--- config.mk ---
export PLATFORM = sky130hd
export DESIGN_NAME = mem_arbiter
export DESIGN_NICKNAME = d
export VERILOG_FILES = /design/src/rtl/mem_arbiter.sv
export SDC_FILE = /design/constraint.sdc
export NUM_CORES = 1
export LEC_CHECK = 0
export CORE_ASPECT_RATIO = 2
export CORE_MARGIN = 4
export CORE_UTILIZATION = 35
export DETAILED_ROUTE_END_ITERATION = 7
export PLACE_DENSITY_LB_ADDON = 0.25
export SETUP_SLACK_MARGIN = 0.1
export SLEW_MARGIN = 20
export SYNTH_ARGS = -nofsm -noshare
export SYNTH_HDL_FRONTEND = slang
export SYNTH_SLANG_ARGS = --single-unit
--- constraint.sdc ---
create_clock -name clock -period 3 [get_ports clock]
set_clock_uncertainty 0.1 [all_clocks]
set_input_delay 0.6 -clock clock [delete_from_list [all_inputs] [get_ports clock]]
set_output_delay 0.6 -clock clock [all_outputs]
set_load 0.02 [all_outputs]
--- src/rtl/mem_arbiter.sv ---
// mem_arbiter: two-port round-robin arbiter/sequencer for a single-ported
// data memory. Port 0 is the CPU load/store unit, port 1 the debug/DMA
// loader. Each granted request becomes one memory access cycle followed by
// a one-cycle ack carrying the registered read data.
//
// Ports:
//   clock, reset          system clock, synchronous active-high reset
//   pN_req/we/addr/wdata  request side of port N (held until pN_ack)
//   pN_ack/rdata/err      completion pulse, read data and range error
//   mwr, moe, ma, mwd     registered memory strobes, byte address, write data
//   mrd                   memory read data (combinational from ma)
//   busy                  high whenever the sequencer is not idle
//
// Build option: define MEM_ARB_RANGE_CHECK_EN to reject accesses whose word
// index (addr>>2) is >= NUM_WORDS; they skip the bus and ack with pN_err=1.
// Without it, pN_err is always 0 and every access goes to memory.

module mem_arbiter #(
  parameter int unsigned NUM_WORDS = 128
) (
  input  logic        clock,
  input  logic        reset,
  input  logic        p0_req,
  input  logic        p0_we,
  input  logic [31:0] p0_addr,
  input  logic [31:0] p0_wdata,
  output logic        p0_ack,
  output logic [31:0] p0_rdata,
  output logic        p0_err,
  input  logic        p1_req,
  input  logic        p1_we,
  input  logic [31:0] p1_addr,
  input  logic [31:0] p1_wdata,
  output logic        p1_ack,
  output logic [31:0] p1_rdata,
  output logic        p1_err,
  output logic        mwr,
  output logic        moe,
  output logic [31:0] ma,
  output logic [31:0] mwd,
  input  logic [31:0] mrd,
  output logic        busy
);

`ifdef MEM_ARB_RANGE_CHECK_EN
  localparam logic RANGE_EN = 1'b1;
`else
  localparam logic RANGE_EN = 1'b0;
`endif

  localparam logic [29:0] WORDS_W = 30'(NUM_WORDS);

  typedef enum logic [1:0] {
    IDLE,
    ACCESS,
    RESP
  } state_t;

  state_t      state_q;
  logic        last_grant_q;
  logic        winner_q;
  logic        we_q;
  logic        oor_q;
  logic [31:0] rdata_q;
  logic        p0_ack_q, p1_ack_q;
  logic        p0_err_q, p1_err_q;
  logic        mwr_q, moe_q;
  logic [31:0] ma_q, mwd_q;

  logic        grant_d;
  logic        sel_we_d;
  logic        sel_oor_d;
  logic [31:0] sel_addr_d;
  logic [31:0] sel_wdata_d;

  // Winner: the sole requester, or on a tie the port that did not win last.
  always_comb begin
    grant_d = 1'b0;
    if (p0_req && p1_req) begin
      grant_d = ~last_grant_q;
    end else begin
      grant_d = p1_req;
    end
    sel_we_d    = grant_d ? p1_we    : p0_we;
    sel_addr_d  = grant_d ? p1_addr  : p0_addr;
    sel_wdata_d = grant_d ? p1_wdata : p0_wdata;
    sel_oor_d   = RANGE_EN && (sel_addr_d[31:2] >= WORDS_W);
  end

  always_ff @(posedge clock) begin
    if (reset) begin
      state_q      <= IDLE;
      last_grant_q <= 1'b1;
      winner_q     <= 1'b0;
      we_q         <= 1'b0;
      oor_q        <= 1'b0;
      rdata_q      <= '0;
      p0_ack_q     <= 1'b0;
      p1_ack_q     <= 1'b0;
      p0_err_q     <= 1'b0;
      p1_err_q     <= 1'b0;
      mwr_q        <= 1'b0;
      moe_q        <= 1'b0;
      ma_q         <= '0;
      mwd_q        <= '0;
    end else begin
      p0_ack_q <= 1'b0;
      p1_ack_q <= 1'b0;
      p0_err_q <= 1'b0;
      p1_err_q <= 1'b0;
      unique case (state_q)
        IDLE: begin
          if (p0_req || p1_req) begin
            winner_q <= grant_d;
            we_q     <= sel_we_d;
            oor_q    <= sel_oor_d;
            // A rejected access leaves the bus fully quiet.
            mwr_q    <= sel_we_d & ~sel_oor_d;
            moe_q    <= ~sel_we_d & ~sel_oor_d;
            ma_q     <= sel_oor_d ? '0 : sel_addr_d;
            mwd_q    <= sel_oor_d ? '0 : sel_wdata_d;
            state_q  <= ACCESS;
          end
        end
        ACCESS: begin
          rdata_q <= (we_q || oor_q) ? '0 : mrd;
          mwr_q   <= 1'b0;
          moe_q   <= 1'b0;
          ma_q    <= '0;
          mwd_q   <= '0;
          // Ack/err are raised here so they are visible during RESP.
          if (winner_q) begin
            p1_ack_q <= 1'b1;
            p1_err_q <= oor_q;
          end else begin
            p0_ack_q <= 1'b1;
            p0_err_q <= oor_q;
          end
          state_q <= RESP;
        end
        RESP: begin
          last_grant_q <= winner_q;
          state_q      <= IDLE;
        end
        default: state_q <= IDLE;
      endcase
    end
  end

  assign p0_ack   = p0_ack_q;
  assign p1_ack   = p1_ack_q;
  assign p0_err   = p0_err_q;
  assign p1_err   = p1_err_q;
  assign p0_rdata = rdata_q;
  assign p1_rdata = rdata_q;
  assign mwr      = mwr_q;
  assign moe      = moe_q;
  assign ma       = ma_q;
  assign mwd      = mwd_q;
  assign busy     = (state_q != IDLE);

endmodule

## After elaboration in Yosys (flattened, before gate mapping)

Cells that the tools add are included.

- Register bits after elaboration: 105

- Equality and inequality tests: 3
- Muxes and demuxes: 17
- Bitwise logic cells: 3
- Reduce and logical (&&, ||, !) cells: 8

Operator list:

| cell | number |
|---|---|
| $mux 32 | 5 |
| $pmux 32 s2 | 2 |
| $mux 1 | 6 |
| $pmux 1 s2 | 2 |
| $pmux 2 s2 | 1 |
| $reduce_and 2->1 | 2 |
| $reduce_bool 2->1 | 2 |
| $not 1->1 | 3 |
| $eq 2x1->1 const B | 1 |
| $eq 2x2->1 const B | 1 |
| $logic_not 2->1 | 1 |
| $mux 2 | 1 |
| $ne 2x2->1 const B | 1 |
| $reduce_or 2->1 | 1 |
| $logic_and 1x1->1 | 1 |
| $logic_or 1x1->1 | 1 |

## Logic depth before layout (Yosys ltp)

Gate-level depths: netlist of run 1.

- Word-level depth: 6
- Depth in mapped cells: 6
- Depth with buffers taken out: 4

## Worst setup path before layout of run 1

Ideal clock, no wire load.

- Path kind: input to register
- Start: input port p1_req
- End: register ma_q[0], in the netlist ma[0]
- Library setup time: 0.120 ns
- Arrival: 1.495 ns
- Required time: 2.780 ns
- Setup slack: 1.286 ns
- Stages: 5
- Path buffers: 2
- Path through: a21boi_2 > buf_4 > buf_2 > mux2i_1 > o21ai_1

- Longest elaborated chain between the ends: 5

Ends and longest elaborated chain:

| item | RTL line | source |
|---|---|---|
| from (decl) | 30 | `input logic p1_req,` |
| $logic_and 1x1->1 | 79 | `if (p0_req && p1_req) begin` |
| $mux 1 | 79 |  |
| $mux 32 | 85 | `sel_addr_d = grant_d ? p1_addr : p0_addr;` |
| $mux 32 | 113 | `if (p0_req \|\| p1_req) begin` |
| $pmux 32 s2 | 111 | `unique case (state_q)` |
| to (signal assigned) | 120 | `ma_q <= sel_oor_d ? '0 : sel_addr_d;` |
| to (decl) | 68 | `logic [31:0] ma_q, mwd_q;` |

Several ways; a longest one is shown, not always the timed one. The select of a mux whose other input is x is not followed.
A chain may end at the register's enable or synchronous reset.

## Worst setup path after layout of run 1

- Start: register state_q[0]
- End: output port busy

- Longest elaborated chain between the ends: 1

Ends and longest elaborated chain:

| item | RTL line | source |
|---|---|---|
| from (decl) | 59 | `state_t state_q;` |
| from (signal assigned) | 92 | `state_q <= IDLE;` |
| from (signal assigned) | 122 | `state_q <= ACCESS;` |
| from (signal assigned) | 139 | `state_q <= RESP;` |
| $reduce_bool 2->1 | 160 | `assign busy = (state_q != IDLE);` |
| to (decl) | 42 | `output logic busy` |

Every way passes these cells.

==> key figures, run 1 <==
Yosys
  • Synth cell count leaders: 105 x dfxtp_1, 67 x nand2_1, 66 x mux2i_1
  • Count leader, synth: dfxtp_1
  • Asr flop ratio synth: 0%
  • Area share of fa/ha/maj cells after synthesis: 0%
  • Post-synthesis cell type count: 23
  • Register area share after synthesis: 50.6%
  • Synth Area in Compound Gates: approximately 16%
  • Yosys reg bits: 105
  • Synth Area in XOR/XNOR: 0%
  • Simple-gate share of the synthesized area: 7.19%
  • Yosys Warn Count: 0
  • Ranking of synthesized cells by area: dfxtp_1 51%, mux2i_1 16%, buf_4 7.2%, a22o_1 6.7%, nand2_1 6.1%
  • Synth Area per Inst: 9.87 um2
  • Synth area leader: dfxtp_1
  • Multiplexer area fraction after synthesis: 15.9%
  • Netlist Area Pre-Place: a little over 4000 um2
  • Post-synth EDFFs: 0
  • Post-synth top area share: 50.6%
  • Largest family of logic cells by synthesized area: compound AO/OA/AOI/OAI gates
  • Post-synth top flop: dfxtp_1
  • Cells after Synth: 421

Routing
  • Total number of vias: 3930
  • WL/cell: 16.9 um
  • Via density: 4.75
  • Post-DRT Antenna Nets: 0
  • DRT iter0 DRCs: 123
  • DRC violations left: 0
  • WL final: between 10 and 15 mm
  • First-pass DRT Iterations: 4

Outcome
  • Status: finished, final reports clean

Placement
  • Final HPWL DP: 11.0 mm
  • Dpl cells: 810
  • Placement Cell Area: 7040 um2
  • Global placement routability congestion: 0.813
  • Number of buffers added on ports: 298
  • Post-Place Worst Slack: 653 ps

CTS
  • Worst-path clk slew: about 70 ps
  • Cts bufs inserted: 9
  • # Post-CTS Setup Buffers: 0
  • CTS tree: built
  • Root buffer cell: clkbuf_16
  • H-Tree Depth: 3
  • Worst skew pair latency: about 330 ps
  • Cts repair resizes: 0
  • CTS Sinks: 105
  • Clock buffer depth: 2
  • Hold_buf cts: 0

STA
  • Crit path time final: between 2000 and 2500 ps
  • Final worst-path cycle share: between 70% and 80%
  • Final WS setup: 740 ps
  • RSZ-0062 raised after global routing: false
  • Final hold violation count: 0
  • Hold slack: 347 ps
  • Slew Limit Fails: 0
  • Total negative slack: 0 ps
  • Setup-failing EPs final: 0
  • Peak Freq: 442 MHz

Worst setup path
  • Worst path max stage delay: ~600 ps
  • Critical Path Slowest Stage Cell: clkdlybuf4s50_1
  • Startpoint types: flip-flop
  • CP Data Required Time: 2300 ps
  • Critical path arrival: 1560 ps
  • Crit-path max FO: 6
  • Crit. End Element: output port
  • Worst setup path class: reg -> out
  • Critical path cell sequence: nor2_1, inv_1, clkdlybuf4s50_1

Final layout
  • Area Growth Syn to Fin: 76.7%
  • Ratio of cells with drive above 1 in the final layout: approximately 4%
  • Fin util: 62.8%
  • Final Instance Area: between 7000 and 8000 um2
  • Fillers: 1007
  • Final std cells w/o fill: 827
  • Nets: around 840

Floorplanning
  • Starting Density: 35.5%
  • Die width: 85.1 um
  • FP Rows: 56
  • Core area: roughly 12000 um2
  • I/O Pins: 301
  • Die height: 162 um
  • DIE AREA: 13800 um2

Power and ir drop
  • Power per Cell Area: 496 nW/um2
  • Power Total: 3.64 mW
  • VDD IR max: 0.371 mV
  • P_leak: 2.76 nW

Global route
  • GRT Total Usage: roughly 20%
  • Vias in the first global route: around 4200
  • Initial antenna violation count: 1
  • Remaining Overflow, GRT: 0
  • First-pass GRT wire length: 21.9 mm
  • Largest net degree at the start of global routing: 67

Worst hold path
  • Hold Path Class: reg -> reg

Run
  • Max_cap viols: 0
## sequential cells by signal, indices dropped and copies added, names as in the netlist
name and cells:
p0_ack 1, moe 1, mwr 1, mwd 32, state_q 2, winner_q 1, we_q 1, p1_ack 1
ma 32, p0_rdata 32, last_grant_q 1
## metal layers
metal | part of all wire, % | global-route usage (%)
met4 | 1.7 | 6.99
met1 | 36 | 21.3
met2 | 54 | 36.4
met3 | 8.3 | 5.63
met5 | 0 | 0
## path summary, 6_finish.rpt
kind,startpoint,end,slack [ps],cells after the start
worst max-delay path,state_q[0],busy,740,3
worst min-delay path,mwd[27],mwd[27],350,2
worst max register to register,state_q[0],mwd[21],1320,5
worst min register to register,mwd[27],mwd[27],350,2
## worst max-delay path: cells and delay by family (launching register included)
kind                   cells  cell delay (ps)
buffers and inverters      2              670
flip-flops                 1              440
AND/OR/NAND/NOR            1              120
## logic make-up (layout without fill, tap and decap cells)
| group | count (synthesis) | count (layout) |
|---|---|---|
| AND/OR/NAND/NOR | 77 | 77 |
| other | 1 | 3 |
| AO/OA/AOI/OAI | 106 | 106 |
| buffers and inverters | 66 | 325 |
| flip-flops | 105 | 105 |
| multiplexers | 66 | 66 |
## placed cells by master (no fill, tap or decap), drive strengths merged, types with 5 or more instances in the layout
cell / count
a22o: 32
buf: 6
clkbuf: 9
clkdlybuf4s50: 298
dfxtp: 105
inv: 6
mux2i: 66
nand2: 67
nor2: 5
o21ai: 68
## power by group
part | total, mW | internal, mW | switching, mW
logic | 0.909 | 0.503 | 0.405
registers | 1.56 | 1.50 | 0.0626
clock network | 1.17 | 0.656 | 0.515
total | 3.64 | 2.66 | 0.982
## final cells by class
cell class	instances	area (um2)	area share, %
antenna	1	2.50	0.0341
tap	145	181	2.47
clock inverter	7	80.1	1.09
multi-input combinational	251	1660	22.6
sequential	105	2100	28.6
inverter	5	18.8	0.256
clock buffer	9	225	3.07
timing repair buffer	304	3080	41.9
Note: power is estimated with default switching activity, not from simulation.
==> inputs of run 2 (changes only) <==
CORE_UTILIZATION = 31   (was 35)
clock period = 2 ns   (was 3 ns; I/O delays follow)
==> run 2 against run 1 <==
First-iteration DRC count shrank 42%. Power up 55%. Routed wire length grew 2.1%. Die area up 12%. Sequential power up 51%. Via count up 1.7%. Sequential share of layout area decreased by 0.90 points. Non-clock buffer count increased by 18. Worst setup slack worse by 580 ps. Critical path type unchanged.
==> key figures, run 2 (same netlist as run 1, synthesis figures left out) <==
Outcome
  • Status: finished, final reports clean (unchanged)

STA
  • Hold slack: 347 ps (about the same)
  • Peak Freq: 543 MHz
  • Final hold violation count: 0 (unchanged)
  • Setup-failing EPs final: 0 (unchanged)
  • Slew Limit Fails: 0 (unchanged)
  • Final worst-path cycle share: 92.1%
  • Total negative slack: 0 ps (unchanged)
  • Crit path time final: 1840 ps
  • RSZ-0062 raised after global routing: false (unchanged)

Worst setup path
  • Critical path cell sequence: clkdlybuf4s50_1 (was nor2_1, inv_1, clkdlybuf4s50_1)
  • Critical path arrival: 1340 ps (was 1560 ps)
  • Reg-to-reg startpoint: state_q[0] (unchanged)
  • Crit. End Element: output port (unchanged)
  • Worst setup path class: reg -> out (unchanged)
  • Critical path origin: p0_rdata[5] (was state_q[0])
  • Critical Path Slowest Stage Cell: clkdlybuf4s50_1 (unchanged)
  • Buf/Inv on CP: 1 (was 2)
  • Crit-path max FO: 3 (was 6)
  • Worst path max stage delay: 630 ps (was 600 ps)
  • Worst path depth: 1 (was 3)
  • CP Data Required Time: 1500 ps (was 2300 ps)
  • Startpoint types: flip-flop (unchanged)
  • Length in cells of the worst reg-to-reg path: 5 (unchanged)
  • Cell family with most CP delay: buffers and inverters (unchanged)

CTS
  • Hold_buf cts: 0 (unchanged)
  • Worst-path clk slew: 70 ps (about the same)
  • Worst skew pair latency: 330 ps (about the same)
  • H-Tree Depth: 3 (unchanged)
  • CTS Sinks: 105 (unchanged)
  • Clock buffer depth: 2 (unchanged)
  • Root buffer cell: clkbuf_16 (unchanged)
  • Cts bufs inserted: 9 (unchanged)
  • CTS tree: built (unchanged)

Floorplanning
  • Die height: 172 um (was 162 um)
  • Core area: 13100 um2 (was 11700 um2)
  • I/O Pins: 301 (unchanged)
  • Starting Density: 31.8% (was 35.5%)
  • Die width: 89.9 um (was 85.1 um)
  • DIE AREA: 15400 um2 (was 13800 um2)
  • FP Rows: 59 (was 56)

Final layout
  • Fin util: 58.0% (was 62.8%)
  • Nets: 860 (was 842)
  • Area Growth Syn to Fin: 82.5% (was 76.7%)
  • Ratio of cells with drive above 1 in the final layout: 6.44% (was 3.96%)
  • Ant diodes: 0 (was 1)
  • Commonest cells after routing, fill and taps aside: 292 x clkdlybuf4s50_1, 105 x dfxtp_1, 66 x mux2i_1, 66 x nand2_1, 41 x o21ai_1 (was 298 x clkdlybuf4s50_1, 105 x dfxtp_1, 66 x mux2i_1, 66 x nand2_1, 41 x o21ai_1)
  • Commonest non-fill, non-tap cell in the layout: clkdlybuf4s50_1 (unchanged)
  • Final std cells w/o fill: 851 (was 827)

Worst hold path
  • Hold Path Class: reg -> reg (unchanged)
  • WHS Path Cells: 2 (unchanged)
  • Hold path startpoint: mwd[23] (was mwd[27])

Power and ir drop
  • P_leak: 2.97 nW (was 2.76 nW)
  • Clk network pwr share: 33.3% (was 32.1%)
  • VDD IR max: 0.392 mV (was 0.371 mV)
  • Sequential Power Share: 41.5% (was 42.9%)
  • Net Sw Frac: 26.2% (was 27.0%)
  • Power Total: 5.65 mW (was 3.64 mW)
  • Psw: 1.48 mW (was 0.982 mW)
  • Power share of the combinational group: 25.2% (was 25.0%)
  • Internal Power: 4.17 mW (was 2.66 mW)
  • Power per Cell Area: 745 nW/um2 (was 496 nW/um2)

Routing
  • Total number of vias: 3998 (was 3930)
  • DRC violations left: 0 (unchanged)
  • Post-DRT Antenna Nets: 0 (unchanged)
  • WL final: 14.3 mm (was 14.0 mm)
  • DRT iter0 DRCs: 71 (was 123)
  • First-pass DRT Iterations: 4 (unchanged)
  • WL/cell: 16.8 um (was 16.9 um)
  • Via density: 4.70 (was 4.75)

Global route
  • Initial antenna violation count: 0 (was 1)
  • Remaining Overflow, GRT: 0 (unchanged)
  • First-pass GRT wire length: 21.6 mm (was 21.9 mm)
  • Largest net degree at the start of global routing: 34 (was 67)
  • GRT Total Usage: 17.6% (was 19.9%)
  • Vias in the first global route: 4279 (was 4241)

Placement
  • Dpl cells: 835 (was 810)
  • Final HPWL DP: 11.6 mm (was 11.0 mm)
  • Number of buffers added on ports: 298 (unchanged)
  • Global placement routability congestion: 0.786 (was 0.813)

Run
  • Max_cap viols: 0 (unchanged)
-- run 2: cell count changes in the layout (fill, tap and decap cells not counted), moves of 2 or more --
cell | before | now
buf_4 | 2 | 15
clkdlybuf4s50_1 | 298 | 292
buf_12 | 4 | 9
dlymetal6s2s_1 | 0 | 5
clkinv_4 | 3 | 1
inv_6 | 0 | 2
-- run 2: path summary, 6_finish.rpt --
check,endpoint,slack [ps]
worst max-delay path,p0_rdata[5],160
worst min-delay path,mwd[23],350
worst max register to register,ma[11],380
worst min register to register,mwd[23],350
-- run 2: what timing repair did --
action / in CTS / in global routing
endpoints found under the hold margin: 0 / 0
gates resized for setup: 1 / 6
cloned: 0 / 0
setup buffers: 0 / 0
setup endpoints to repair: 1 / 7
pin swaps: 0 / 0
-- run 2: through the flow --
stage                     instance area, um2  worst slack, ps
after floorplan                         4160              486
after global placement                  7240            -99.1
after detailed placement                7240             -157
after CTS                               7570              113
after global routing                    7580              102
final                                   7580              157
-- run 2: layout make-up --
type	instances	area [um2]
Fill cell	1168	5480
Timing Repair Buffer	322	3290
Sequential cell	105	2100
Multi-Input combinational cell	251	1660
Clock buffer	10	229
Tap cell	152	190
Clock inverter	6	97.6
Inverter	5	18.8
-- run 2: power groups by stage --
stage | combinational, mW | clock, mW | sequential (mW)
finish | 1.42 | 1.88 | 2.35
global route | 1.51 | 2.03 | 2.37
CTS | 1.45 | 1.95 | 2.35
detailed placement | 1.44 | 0 | 2.39
global placement | 1.42 | 0 | 2.39
floorplan | 0.435 | 0 | 2.57
-- run 2: routing by layer --
layer / wire length (um) / vias up / track usage [%]
met5: 0 / - / 0
met4: 395 / 0 / 7.47
met3: 1010 / 23 / 5.21
met2: 8060 / 185 / 34.8
met1: 4830 / 1830 / 16.7
li1: - / 1960 / -
==> inputs of run 3 (changes only) <==
CORE_UTILIZATION = 35   (was 31)
clock period = 1.7 ns   (was 2 ns; I/O delays follow)
==> run 3 against run 2 <==
Critical path depth grew 5. Critical endpoint is now ma[20]. Highest routed layer unchanged. Routed wire length grew 9.2%. Die area shrank 11%. Sequential share of layout area shrank 0.56 points. Clock power is essentially flat.
==> key figures, run 3 (same netlist as run 1, synthesis figures left out) <==
Worst setup path
  • Crit-path max FO: 8 (was 3)
  • Crit. End Element: flip-flop (was output port)
  • CP Data Required Time: 1850 ps (was 1500 ps)
  • Worst setup path class: reg -> reg (was reg -> out)
  • Critical path cell sequence: or3_4, a21oi_4, buf_12, buf_16, nand2_1, o21ai_1 (was clkdlybuf4s50_1)
  • Buf/Inv on CP: 2 (was 1)
  • Worst path max stage delay: 380 ps (was 630 ps)
  • Critical Path Slowest Stage Cell: or3_4 (was clkdlybuf4s50_1)
  • Critical path arrival: 1750 ps (was 1340 ps)
  • Startpoint types: flip-flop (unchanged)
  • Cell family with most CP delay: simple AND/OR/NAND/NOR gates (was buffers and inverters)

Floorplanning
  • Die width: 85.1 um (was 89.9 um)
  • Starting Density: 35.5% (was 31.8%)
  • Die height: 162 um (was 172 um)
  • I/O Pins: 301 (unchanged)
  • FP Rows: 56 (was 59)
  • DIE AREA: 13800 um2 (was 15400 um2)
  • Core area: 11700 um2 (was 13100 um2)

Final layout
  • Nets: 874 (was 860)
  • Commonest cells after routing, fill and taps aside: 163 x clkdlybuf4s50_1, 134 x dlygate4sd2_1, 104 x dfxtp_1 (was 292 x clkdlybuf4s50_1, 105 x dfxtp_1, 66 x mux2i_1, 66 x nand2_1, 41 x o21ai_1)
  • Ratio of cells with drive above 1 in the final layout: 13.5% (was 6.44%)
  • Final Instance Area: 7750 um2 (was 7580 um2)
  • Area Growth Syn to Fin: 86.6% (was 82.5%)
  • Ant diodes: 0 (unchanged)
  • Fillers: 982 (was 1168)
  • Commonest non-fill, non-tap cell in the layout: clkdlybuf4s50_1 (unchanged)

STA
  • Hold slack: 346 ps (was 347 ps)
  • Crit path time final: 1600 ps
  • Final WS setup: 96.7 ps (was 157 ps)
  • Final worst-path cycle share: between 90% and 100%
  • Setup-failing EPs final: 0 (unchanged)
  • Final hold violation count: 0 (unchanged)
  • Slew Limit Fails: 0 (unchanged)
  • RSZ-0062 raised after global routing: true (was false)
  • Total negative slack: 0 ps (unchanged)
  • Peak Freq: around 620 MHz

Global route
  • Remaining Overflow, GRT: 0 (unchanged)
  • GRT Total Usage: 20.3% (was 17.6%)
  • Initial antenna violation count: 0 (unchanged)
  • First-pass GRT wire length: 22.2 mm (was 21.6 mm)
  • Vias in the first global route: 4287 (was 4279)
  • Largest net degree at the start of global routing: 35 (was 34)

Power and ir drop
  • P_leak: 3.58 nW (was 2.97 nW)
  • VDD IR max: 0.489 mV (was 0.392 mV)
  • Power Total: 6.33 mW (was 5.65 mW)
  • Power per Cell Area: 817 nW/um2 (was 745 nW/um2)

Worst hold path
  • Hold Path Class: reg -> reg (unchanged)

CTS
  • Root buffer cell: clkbuf_16 (unchanged)
  • Worst skew pair latency: 330 ps (about the same)
  • Cts bufs inserted: 9 (unchanged)
  • H-Tree Depth: 3 (unchanged)
  • Hold_buf cts: 0 (unchanged)
  • CTS tree: built (unchanged)
  • Worst-path clk slew: 70 ps (about the same)
  • Clock buffer depth: 2 (unchanged)
  • CTS Sinks: 105 (unchanged)

Run
  • Max_cap viols: 0 (unchanged)

Placement
  • Final HPWL DP: 11.5 mm (was 11.6 mm)
  • Global placement routability congestion: 0.784 (was 0.786)
  • Placement Cell Area: 7240 um2 (about the same)
  • Number of buffers added on ports: 298 (unchanged)
  • Post-Place Worst Slack: -350 ps (was -157 ps)

Routing
  • WL/cell: 18.2 um (was 16.8 um)
  • Post-DRT Antenna Nets: 0 (unchanged)
  • Total number of vias: 4157 (was 3998)
  • DRT iter0 DRCs: 100 (was 71)
  • Via density: 4.84 (was 4.70)
  • First-pass DRT Iterations: 4 (unchanged)
  • DRC violations left: 0 (unchanged)
  • WL final: 15.6 mm (was 14.3 mm)

Outcome
  • Status: finished, final reports clean (unchanged)
-- run 3: cell types whose count changed in the layout (fill, tap and decap cells not counted), sizes merged, moves of 2 or more --
| cell | change |
|---|---|
| dlygate4sd2 | +133 |
| clkdlybuf4s50 | -129 |
| buf | +9 |
| clkbuf | +6 |
| dlymetal6s2s | -5 |
| bufinv | -2 |
| clkinvlp | +2 |
-- run 3: metal layers --
| metal | global-route usage (%) | share of wire (%) | vias up | wire, um |
|---|---|---|---|---|
| met3 | 5.74 | 8.0 | 19 | 1250 |
| met4 | 5.55 | 1.5 | 0 | 233 |
| met5 | 0 | 0 | - | 0 |
| met2 | 39.9 | 57 | 206 | 8880 |
| li1 | - | - | 1999 | - |
| met1 | 20.1 | 34 | 1933 | 5260 |
-- run 3: report_power, final --
group	switching (mW)	internal, mW
combinational	0.789	0.885
sequential	0.115	2.65
clock	0.897	1.00
-- run 3: stage by stage --
stage,std cells,utilization [%]
floorplan,422,-
global placement,827,61.9
detailed placement,827,61.9
CTS,848,63.8
global route,858,66.3
finish,858,66.3
-- run 3: layout make-up --
class	count	area (um2)	area share [%]
repair buffers	336	3410	43.9
clock buffers	10	229	2.95
clock inverters	6	42.5	0.549
well taps	145	181	2.34
multi-input cells	251	1770	22.8
flip-flops and latches	105	2110	27.2
inverters	5	18.8	0.242
-- run 3: final timing paths --
path,depth (start not counted),slack (ps),end,from
setup / recovery,6,100,ma[20],state_q[0]
hold / removal,2,350,ma[24],ma[24]
setup reg to reg,6,100,ma[20],state_q[0]
hold reg to reg,2,350,ma[24],ma[24]
-- run 3: what timing repair did --
item / in CTS / in global routing
hold endpoints to repair: 0 / 0
cloned: 2 / 7
buffers inserted: 3 / 3
gates resized for setup: 140 / 59
pin swaps: 0 / 13
endpoints found under the setup margin: 194 / 66
-- run 3: tightest hold or removal path, cell delays in order, from the launching register on --
cell     delay, ps
dfxtp_1        310
nand2_1         50
o21ai_1         50
